<file path="src/rtl/parity_frame_checker_v.sv">
// Framed nibble parity checker: collects FRAME_LEN data nibbles, compares the
// running parity against a trailing check nibble and holds the result until taken.
module parity_frame_checker_v #(
  parameter int FRAME_LEN  = 8,
  parameter bit PARITY_ODD = 1'b0
) (
  input  logic                 i_clk,
  input  logic                 i_rst_n,
  input  logic                 i_valid,
  input  logic [3:0]           i_nibble,
  output logic                 o_ready,
  output logic                 o_valid,
  input  logic                 i_ready,
  output logic                 o_err,
  output logic                 o_fmt_err,
  output logic                 o_par,
  output logic [FRAME_LEN-1:0] o_syndrome,
  output logic [7:0]           o_err_cnt
);

  localparam int CW = (FRAME_LEN > 1) ? $clog2(FRAME_LEN) : 1;
  localparam logic [CW-1:0] LAST_BEAT = CW'(FRAME_LEN - 1);

  typedef enum logic [1:0] {COLLECT, CHECK, REPORT} state_t;

  state_t               state_q;
  logic [CW-1:0]        cnt_q;
  logic                 runPar_q;
  logic [FRAME_LEN-1:0] syn_q;
  logic                 valid_q;
  logic                 err_q;
  logic                 fmtErr_q;
  logic                 par_q;
  logic [FRAME_LEN-1:0] outSyn_q;
  logic [7:0]           errCnt_q;

  logic nibPar;
  logic framePar_d;
  logic mismatch_d;

  assign nibPar     = ^i_nibble;
  assign framePar_d = runPar_q ^ PARITY_ODD;
  assign mismatch_d = framePar_d != i_nibble[0];

  // Ready depends only on state and reset so it never loops back through i_valid.
  assign o_ready = i_rst_n && (state_q != REPORT);

  always_ff @(posedge i_clk) begin
    if (!i_rst_n) begin
      state_q  <= COLLECT;
      cnt_q    <= '0;
      runPar_q <= 1'b0;
      syn_q    <= '0;
      valid_q  <= 1'b0;
      err_q    <= 1'b0;
      fmtErr_q <= 1'b0;
      par_q    <= 1'b0;
      outSyn_q <= '0;
      errCnt_q <= '0;
    end else begin
      case (state_q)
        COLLECT: begin
          if (i_valid) begin
            syn_q[cnt_q] <= nibPar;
            runPar_q     <= runPar_q ^ nibPar;
            cnt_q        <= cnt_q + 1'b1;
            if (cnt_q == LAST_BEAT) state_q <= CHECK;
          end
        end
        CHECK: begin
          if (i_valid) begin
            par_q    <= framePar_d;
            err_q    <= mismatch_d;
            fmtErr_q <= |i_nibble[3:1];
            outSyn_q <= syn_q;
            if (mismatch_d && (errCnt_q != 8'hFF)) errCnt_q <= errCnt_q + 8'd1;
            valid_q  <= 1'b1;
            state_q  <= REPORT;
          end
        end
        REPORT: begin
          // Result fields stay put here; only the frame accumulators are cleared.
          if (i_ready) begin
            valid_q  <= 1'b0;
            cnt_q    <= '0;
            runPar_q <= 1'b0;
            syn_q    <= '0;
            state_q  <= COLLECT;
          end
        end
        default: state_q <= COLLECT;
      endcase
    end
  end

  assign o_valid    = valid_q;
  assign o_err      = err_q;
  assign o_fmt_err  = fmtErr_q;
  assign o_par      = par_q;
  assign o_syndrome = outSyn_q;
  assign o_err_cnt  = errCnt_q;

endmodule

</file>
<file path="config.mk">
export PLATFORM = sky130hd
export DESIGN_NAME = parity_frame_checker_v
export DESIGN_NICKNAME = d
export VERILOG_FILES = /design/src/rtl/parity_frame_checker_v.sv
export SDC_FILE = /design/constraint.sdc
export NUM_CORES = 1
export LEC_CHECK = 0
export ABC_AREA = 0
export BUFFER_PORTS_ARGS = -buffer_cell sky130_fd_sc_hd__buf_2
export CORE_MARGIN = 3
export CORE_UTILIZATION = 30
export DETAILED_ROUTE_END_ITERATION = 7
export PLACE_DENSITY_LB_ADDON = 0.05
export SETUP_SLACK_MARGIN = 0.15
export SLEW_MARGIN = 10
export SYNTH_ARGS = -nofsm -noshare
export SYNTH_HDL_FRONTEND = slang
export SYNTH_SLANG_ARGS = --single-unit
</file>
<file path="constraint.sdc">
create_clock -name i_clk -period 1.8 [get_ports i_clk]
set_input_delay 0.27 -clock i_clk [delete_from_list [all_inputs] [get_ports i_clk]]
set_output_delay 0.27 -clock i_clk [all_outputs]
set_load 0.01 [all_outputs]
</file>
Word level (Yosys, flattened, before mapping)

Cells that the tools add are included.

Flip-flop bits (word level): 34
Bits of input ports: 8
Output and inout port bits: 21
Word-level logic and storage cells: 57

$add $sub $neg: 2
Order comparisons: 2
Equal/unequal tests: 10
Mux-type cells: 19
Bitwise logic cells: 1
Reductions and logical operators: 13

Operator list:

| operator                                             | number |
|---|---|
| 2-to-1 mux 8 bit                                     | 2 |
| one-hot mux 8 bit (2 select lines)                   | 1 |
| inequality test 2 bit (second input constant)        | 5 |
| AND reduction 3 bit                                  | 3 |
| adder 8 x 1 -> 8 bit (second input constant)         | 1 |
| bitwise mux 8 bit                                    | 1 |
| 2-to-1 mux 2 bit                                     | 4 |
| inequality test 8 bit (second input constant)        | 1 |
| 2-to-1 mux 3 bit                                     | 2 |
| one-hot mux 2 bit (3 select lines)                   | 1 |
| one-hot mux 3 bit (2 select lines)                   | 1 |
| < comparator 3 x 4 -> 1 bit (second input constant)  | 1 |
| 2-to-1 mux 1 bit                                     | 4 |
| one-hot mux 1 bit (2 select lines)                   | 2 |
| AND reduction 4 bit                                  | 1 |
| nonzero test 2 bit                                   | 2 |
| parity 4 bit                                         | 1 |
| adder 3 x 1 -> 3 bit (second input constant)         | 1 |
| demux 1 bit (select 3 bit)                           | 1 |
| equality test 3 bit (second input constant)          | 1 |
| >= comparator 3 x 1 -> 1 bit (second input constant) | 1 |
| logical AND 1 bit                                    | 3 |
| OR reduction 3 bit                                   | 1 |
| equality test 2 x 1 -> 1 bit (second input constant) | 1 |
| 5 further kinds                                      | 5 |

Logic depth before layout (Yosys ltp)

Gate-level depths: netlist of run 1.

Depth after elaboration: 7
Gate-level depth with buffers: 6
Depth with buffers taken out: 5

Worst setup path before layout of run 1

Ideal clock, no wire load.

Path type: register -> register
Start point: register errCnt_q[0] (netlist: o_err_cnt[0])
End point: register errCnt_q[3] (netlist: o_err_cnt[3])
Library setup time: 0.070 ns
Data arrival time: 1.399 ns
Required time: 1.730 ns
Setup slack: 0.331 ns
Stages on the path, launching flop included: 7
Path buffers: 1
Period minus slack after synthesis: 1.469 ns
Cells stage by stage: dfxtp_1 > ha_1 > nand3_1 > o211ai_4 > buf_6 > or3_1 > a21oi_1

Longest elaborated chain between the ends: 3
Elaborated cells between the ends (all ways): 4
Classes of those cells: add/sub (1); eq/ne (1); reduce/logical (2)

RTL lines:

| what                                                         | RTL line | source |
|---|---|---|
| from (decl)                                                  | 35       | `logic [7:0] errCnt_q;` |
| from (signal assigned)                                       | 76       | `if (mismatch_d && (errCnt_q != 8'hFF)) errCnt_q <= errCnt_q + 8'd1;` |
| branches (longest 3 deep; another with adder 8 x 1 -> 8 bit) | n/a      |  |

Several ways; the timed one is not identified.
A chain may end at the register's enable or synchronous reset.

Final worst setup path of run 1

Start point: register runPar_q (netlist: framePar_d)
End point: register errCnt_q[5] (netlist: o_err_cnt[5])

Longest elaborated chain between the ends: 3

RTL lines:

| what                                 | RTL line | source |
|---|---|---|
| from (decl)                          | 28       | `logic runPar_q;` |
| from (signal assigned)               | 65       | `runPar_q <= runPar_q ^ nibPar;` |
| inequality test 1 bit                | 43       | `assign mismatch_d = framePar_d != i_nibble[0];` |
| logical AND 1 bit                    | 76       |  |
| AND reduction 3 bit (no source line) | n/a      |  |

Every way passes these cells.

==> out/results.txt, run 1 <==
Detailed placement HPWL - 2.57 mm
Routed WL per cell - 13.2 um
PwrDens - 798 nW/um^2
Yosys warns - 0
H-tree depth - 2
Total Routed Length - 3.53 mm
Layout cells sized above 1 - 23.9%
Distinct cells, synth - 41
Endpoints failing setup - 0
GR Util All Layers - 12.8%
Clock Tree Buf Depth - 2
Leading area contributor after synthesis - dfxtp_1
Rel. slew slack - 68.1%
Post-route ant nets - 0
Ant diodes - 0
Final WS setup - 0.246 ns
Largest delay share family, worst path - simple AND/OR/NAND/NOR gates
Worst-skew pair later-pin latency - 0.29 ns
Syn Nets - 182
Drc violations - 0
Fillers - 503
Total CTS buffers - 5
Worst Path Required - 2.01 ns
Die width - 76.9 um
Buf/Inv on CP - 0
Ys async rst share - 0%
Chip Height - 76.9 um
Fin crit share - 86.3%
First-pass GRT wire length - 6.07 mm
DP Area - 1710 sq um
Vias post-DR - 1303
Root buf cell - clkbuf_8
Synth top area share - 45.2%
Worst Skew - 0.00211 ns
Worst hold start - i_nibble[2]
Initial DRT Pass Iterations - 4
Post-synthesis sequential area ratio - 45.2%
Final hold slack - 0.273 ns
Mapped Area - 1510 sq um
Transition time of the tightest slew-check pin - 0.478 ns
I/O pin count - 29
Die area - 5910 sq um
Crit path kind - reg -> reg
Syn-to-layout area delta - 21.8%
Global route total overflow - 0
Port Buffers - 28
Top_reg_cell synth - dfxtp_1
Achievable Freq - 643 MHz
Cell area after layout - 1830 sq um
Initial antenna violation count - 0
Setup crit end kind - register
Dpl cells - 259
Final #Nets - 211
Setup bufs post-CTS - 0
CP peak stage delay - 0.49 ns
Max-cap viol count - 0
Vias/cell - 4.86
Reg2reg setup slack - 0.25 ns
CP Max Fanout - 7
Leakage - 0.705 nW
Final Slew Violations - 0
Crit-path slowest cell - or4_1
RSZ-0062 raised after global routing - no
Cells on worst reg2reg path - 4
Hold Crit Depth - 3
VDD IR-drop max - 0.000316 V
Gpl congestion - 0.730
Starting Density - 31.5%
DR iter-0 viols - 58
Final instance count without filler cells - 268
Area of the multi-input gates - 801 sq um
CTS tree - built
Pre-CTS setup slack - 0.187 ns
Clock transition at path regs - 0.07 ns
Avg Cell Area, Syn - 8.81 sq um
Post-Synthesis Cells - 171
Largest net degree at the start of global routing - 14
Critical-path cell list - xor2_4 > o211ai_4 > or4_1 > a21oi_1
Hold path endpoint - o_fmt_err
Worst Setup Start Kind - register
Yosys reg bits - 34
Fin crit period - 1.55 ns
Number of synthesized flops with an enable pin - 0
CTS sink cnt - 34
HP Class - in -> reg
FF/Latch Area - 681 sq um
TNS Setup - 0 ns
CP arrival - 1.77 ns
Area contributors post-synth - dfxtp_1 (45%), nand2_1 (8.0%), a21oi_1 (5.6%), mux2i_1 (4.0%), nor2_1 (2.7%)
Final Hold Viols - 0
Reg-to-Reg End - o_err_cnt[5]
Run status - completed
Vias in the first global route - 1248
FF-to-FF Start - framePar_d
Core area - 4790 sq um
Cell row count - 25
==> routing by layer <==
layer  GRT usage, %  part of all wire (%)  vias up
met5              0                     0        -
met4           6.52                   2.3        0
met3           3.05                   3.8        8
met2           20.8                    48       20
met1           15.6                    46      612
li1               -                     -      663
==> cell type report <==
cell class / instances / share of cell area [%]
multi-input combinational: 125 / 43.7
clock buffer: 7 / 4.71
tap: 67 / 4.57
inverter: 2 / 0.409
timing repair buffer: 32 / 9.28
sequential: 34 / 37.1
clock inverter: 1 / 0.273
==> synthesized netlist by cell type (3+ instances only) <==
library cell and count:
o31ai_1 3, ha_1 3, dfxtp_1 34, mux2i_1 6, nor2_1 11, a21oi_1 17
or4_1 3, nand3_1 7, o21ai_0 3, clkbuf_1 9, nand3b_1 3, nand2_1 32
==> how the worst max path moves through the flow <==
stage,start,to,cells past startpoint
finish,framePar_d,o_err_cnt[5],4
global route,o_err_cnt[0],o_err_cnt[3],5
CTS,o_err_cnt[0],o_err_cnt[5],5
detailed placement,o_err_cnt[0],o_err_cnt[5],5
global placement,o_err_cnt[0],o_err_cnt[5],5
floorplan,o_err_cnt[0],o_err_cnt[3],6
==> layout by cell type, fill, tap and decap left out, types with 2 or more instances in the layout <==
cell type  Yosys  final
xor2_1         2      2
clkbuf_8       0      6
buf_4          1      4
or3_1          2      2
buf_2          0     28
xnor2_1        2      2
nor4_1         2      2
nand4b_1       2      2
o41ai_1        2      2
nand2_1       32     32
nand3b_1       3      3
ha_1           3      2
mux2i_1        6      6
or4_1          3      3
o31ai_1        3      3
o21ai_0        3      3
dfxtp_1       34     34
nor3b_1        2      2
nand3_1        7      6
a22oi_1        2      2
a211oi_1       2      2
nor2_1        11     11
and2_1         2      2
a21oi_1       17     17
nand2b_1       2      2
==> registers in the layout, summed over array words and instances (netlist names) <==
signal,cells
o_err_cnt,8
o_syndrome,8
syn_q,8
cnt_q,3
state_q,2
framePar_d,1
o_err,1
o_fmt_err,1
o_par,1
o_valid,1
==> per-stage QoR <==
step / util (%) / total power, mW
2_1_floorplan: - / 0.861
3_3_place_gp: 35.7 / 0.893
3_5_place_dp: 35.7 / 0.894
4_1_cts: 37.6 / 1.48
5_1_grt: 38.3 / 1.52
6_report: 38.3 / 1.46
==> worst reg2reg max path, stage by stage, from the launching register on <==
cell and delay (ns):
dfxtp_1 0.46, xor2_4 0.25, o211ai_4 0.14, or4_1 0.49, a21oi_1 0.15
==> cells by family after synthesis <==
family / Yosys count / synth area share [%]
xor+xnor: 5 / 3.41
simple gates: 75 / 25.6
buf+inv: 13 / 3.99
compound gates: 35 / 15.4
mux: 6 / 3.99
fa+ha+maj: 3 / 2.49
flops: 34 / 45.2
==> power breakdown <==
group          switching (mW)  internal, mW
sequential             0.0185         0.764
combinational          0.0587        0.0432
clock                   0.271         0.308
==> what timing repair did <==
action,in CTS,in global routing
setup endpoints to repair,0,10
hold buffers,0,0
resized for setup,0,5
Power figures use the tool's default switching activity.
==> run 2: changes to the inputs <==
--- a/config.mk
+++ b/config.mk
@@ -8,7 +8,7 @@
 export ABC_AREA = 0
 export BUFFER_PORTS_ARGS = -buffer_cell sky130_fd_sc_hd__buf_2
 export CORE_MARGIN = 3
-export CORE_UTILIZATION = 30
+export CORE_UTILIZATION = 45
 export DETAILED_ROUTE_END_ITERATION = 7
 export PLACE_DENSITY_LB_ADDON = 0.05
 export SETUP_SLACK_MARGIN = 0.15
==> out/results.txt, run 2 (same netlist as run 1, synthesis figures left out) <==
Ant diodes - 0 (unchanged)
Root buf cell - clkbuf_4 (was clkbuf_8)
HP Class - in -> reg (unchanged)
Met3 GRT Util - 5.98% (was 3.05%)
Final hold slack - 0.216 ns (was 0.273 ns)
Run status - completed (unchanged)
Detailed placement HPWL - 2.38 mm (was 2.57 mm)
Net Sw Frac - 24.4% (was 23.8%)
Sw Pwr - 321 uW (was 348 uW)
Crit-path slowest cell - dfxtp_1 (was or4_1)
Cell area after layout - 1770 sq um (was 1830 sq um)
Pwr Total - 1.31 mW (was 1.46 mW)
Final Hold Viols - 0 (unchanged)
Drc violations - 0 (unchanged)
Achievable Freq - 636 MHz (was 643 MHz)
Total Routed Length - 3.28 mm (was 3.53 mm)
Grt peak-use layer - met2 (unchanged)
Syn-to-layout area delta - 17.2% (was 21.8%)
Die area - 4080 sq um (was 5910 sq um)
Vias/cell - 5.36 (was 4.86)
Vias in the first global route - 1195 (was 1248)
Starting Density - 48.2% (was 31.5%)
Post-route ant nets - 0 (unchanged)
Initial DRT Pass Iterations - 4 (unchanged)
Core area - 3130 sq um (was 4790 sq um)
Endpoints failing setup - 0 (unchanged)
Transition time of the tightest slew-check pin - 0.470 ns (was 0.478 ns)
Commonest non-fill, non-tap cell in the layout - dfxtp_1 (unchanged)
CP arrival - 1.80 ns (was 1.77 ns)
Crit path kind - reg -> reg (unchanged)
Clock transition at path regs - 0.10 ns (was 0.07 ns)
TNS Setup - 0 ns (unchanged)
Fillers - 316 (was 503)
Sequential power share - 59.4% (was 53.5%)
Worst Skew - 0.00514 ns (was 0.00211 ns)
Final Slew Violations - 0 (unchanged)
Gpl congestion - 0.762 (was 0.730)
Critical-path cell list - ha_2 > nand3_2 > o211ai_4 > buf_4 > xor2_1 > nor2_1 (was xor2_4 > o211ai_4 > or4_1 > a21oi_1)
PwrDens - 745 nW/um^2 (was 798 nW/um^2)
Logic pwr share - 7.3% (was 7.0%)
H-tree depth - 2 (unchanged)
Layout cells sized above 1 - 24.3% (was 23.9%)
Worst Setup Start Kind - register (unchanged)
DR iter-0 viols - 62 (was 58)
Leakage - 0.695 nW (was 0.705 nW)
Fin crit share - 87.4% (was 86.3%)
Chip Height - 63.9 um (was 76.9 um)
GR Util All Layers - 17.3% (was 12.8%)
Max-cap viol count - 0 (unchanged)
I/O pin count - 29 (unchanged)
Port Buffers - 28 (unchanged)
CTS tree - built (unchanged)
Routed WL per cell - 13.3 um (was 13.2 um)
Die width - 63.9 um (was 76.9 um)
Cell row count - 20 (was 25)
Grt met2 use - 28.8% (was 20.8%)
CP peak stage delay - 0.40 ns (was 0.49 ns)
Internal Power - 994 uW (was 1.12 mW)
CP Max Fanout - 12 (was 7)
Total CTS buffers - 5 (unchanged)
VDD IR-drop max - 0.000518 V (was 0.000316 V)
First-pass GRT wire length - 5.51 mm (was 6.07 mm)
Clock Tree Buf Depth - 2 (unchanged)
Power share of the clock group - 33.3% (was 39.6%)
Setup crit end kind - register (unchanged)
# hold bufs at CTS - 0 (unchanged)
Largest net degree at the start of global routing - 14 (unchanged)
DP Area - 1680 sq um (was 1710 sq um)
Most frequent cells in the layout - dfxtp_1 (33), nand2_1 (32), buf_2 (28) (was dfxtp_1 (34), nand2_1 (32), buf_2 (28))
Global route total overflow - 0 (unchanged)
Worst Path Required - 2.03 ns (was 2.01 ns)
Worst-skew pair later-pin latency - 0.33 ns (was 0.29 ns)
Initial antenna violation count - 0 (unchanged)
CTS sink cnt - 34 (unchanged)
Rel. slew slack - 68.5% (was 68.1%)
Fin crit period - 1.57 ns (was 1.55 ns)
Final #Nets - 212 (was 211)
RSZ-0062 raised after global routing - yes (was no)
Met1 Track Usage GR - 20.6% (was 15.6%)
Vias post-DR - 1318 (was 1303)
-- run 2: changes by cell type in the layout (fill, tap and decap cells not counted) --
cell and delta:
xor2_4 -1, and3b_1 +1, and3b_2 -1, buf_4 +2
clkbuf_4 +5, dfxtp_1 -1, xor2_2 +1, dfxtp_2 +1
o211ai_2 -1, clkbuf_8 -5
-- run 2: critical path: cells and delay by family, from the launching register on --
| kind | cells | cell delay, ns |
|---|---|---|
| flip-flops | 1 | 0.40 |
| AO/OA/AOI/OAI | 1 | 0.35 |
| adder cells (fa/ha/maj) | 1 | 0.24 |
| buffers and inverters | 1 | 0.18 |
| AND/OR/NAND/NOR | 2 | 0.15 |
| XOR/XNOR | 1 | 0.15 |
-- run 2: metrics by stage --
stage | cells | setup WS, ns | util, %
detailed placement | 236 | 0.215 | 53.7
floorplan | 171 | 0.331 | -
CTS | 244 | 0.186 | 55.6
finish | 246 | 0.227 | 56.4
global route | 246 | 0.146 | 56.4
global placement | 236 | 0.251 | 53.7
-- run 2: final cells by class --
class,instances,area [sq um],share of cell area (%)
inverters,2,7.51,0.425
repair buffers,34,185,10.5
multi-input cells,124,776,43.9
well taps,44,55.1,3.12
clock buffers,7,55.1,3.12
flip-flops and latches,34,682,38.6
clock inverters,1,5.00,0.283
-- run 2: repair_timing --
item / 4_1_cts / 5_1_grt
gates resized for setup: 0 / 4
endpoints found under the hold margin: 0 / 0
endpoints found under the setup margin: 0 / 7
buffers inserted: 0 / 2
-- run 2: final timing paths --
check	from	to	slack, ns	depth (start not counted)
worst max-delay path	o_err_cnt[0]	o_err_cnt[0]	0.23	6
worst min-delay path	i_ready	state_q[1]	0.22	4
worst max register to register	o_err_cnt[0]	o_err_cnt[0]	0.23	6
worst min register to register	o_syndrome[3]	o_syndrome[3]	0.46	2
-- run 2: routing by layer --
metal	up-vias	share of wire (%)	wire length, um
met3	7	4.2	138
met4	0	1.3	44
met2	29	47	1550
met1	614	47	1550
met5	-	0	0
li1	668	-	-
-- run 2: power groups by stage --
stage / Combinational (mW) / Sequential, mW / Clock, mW
6_report: 0.0959 / 0.781 / 0.438
5_1_grt: 0.108 / 0.784 / 0.490
4_1_cts: 0.0962 / 0.781 / 0.452
3_5_place_dp: 0.0952 / 0.798 / 0
3_3_place_gp: 0.0932 / 0.797 / 0
2_1_floorplan: 0.0736 / 0.788 / 0
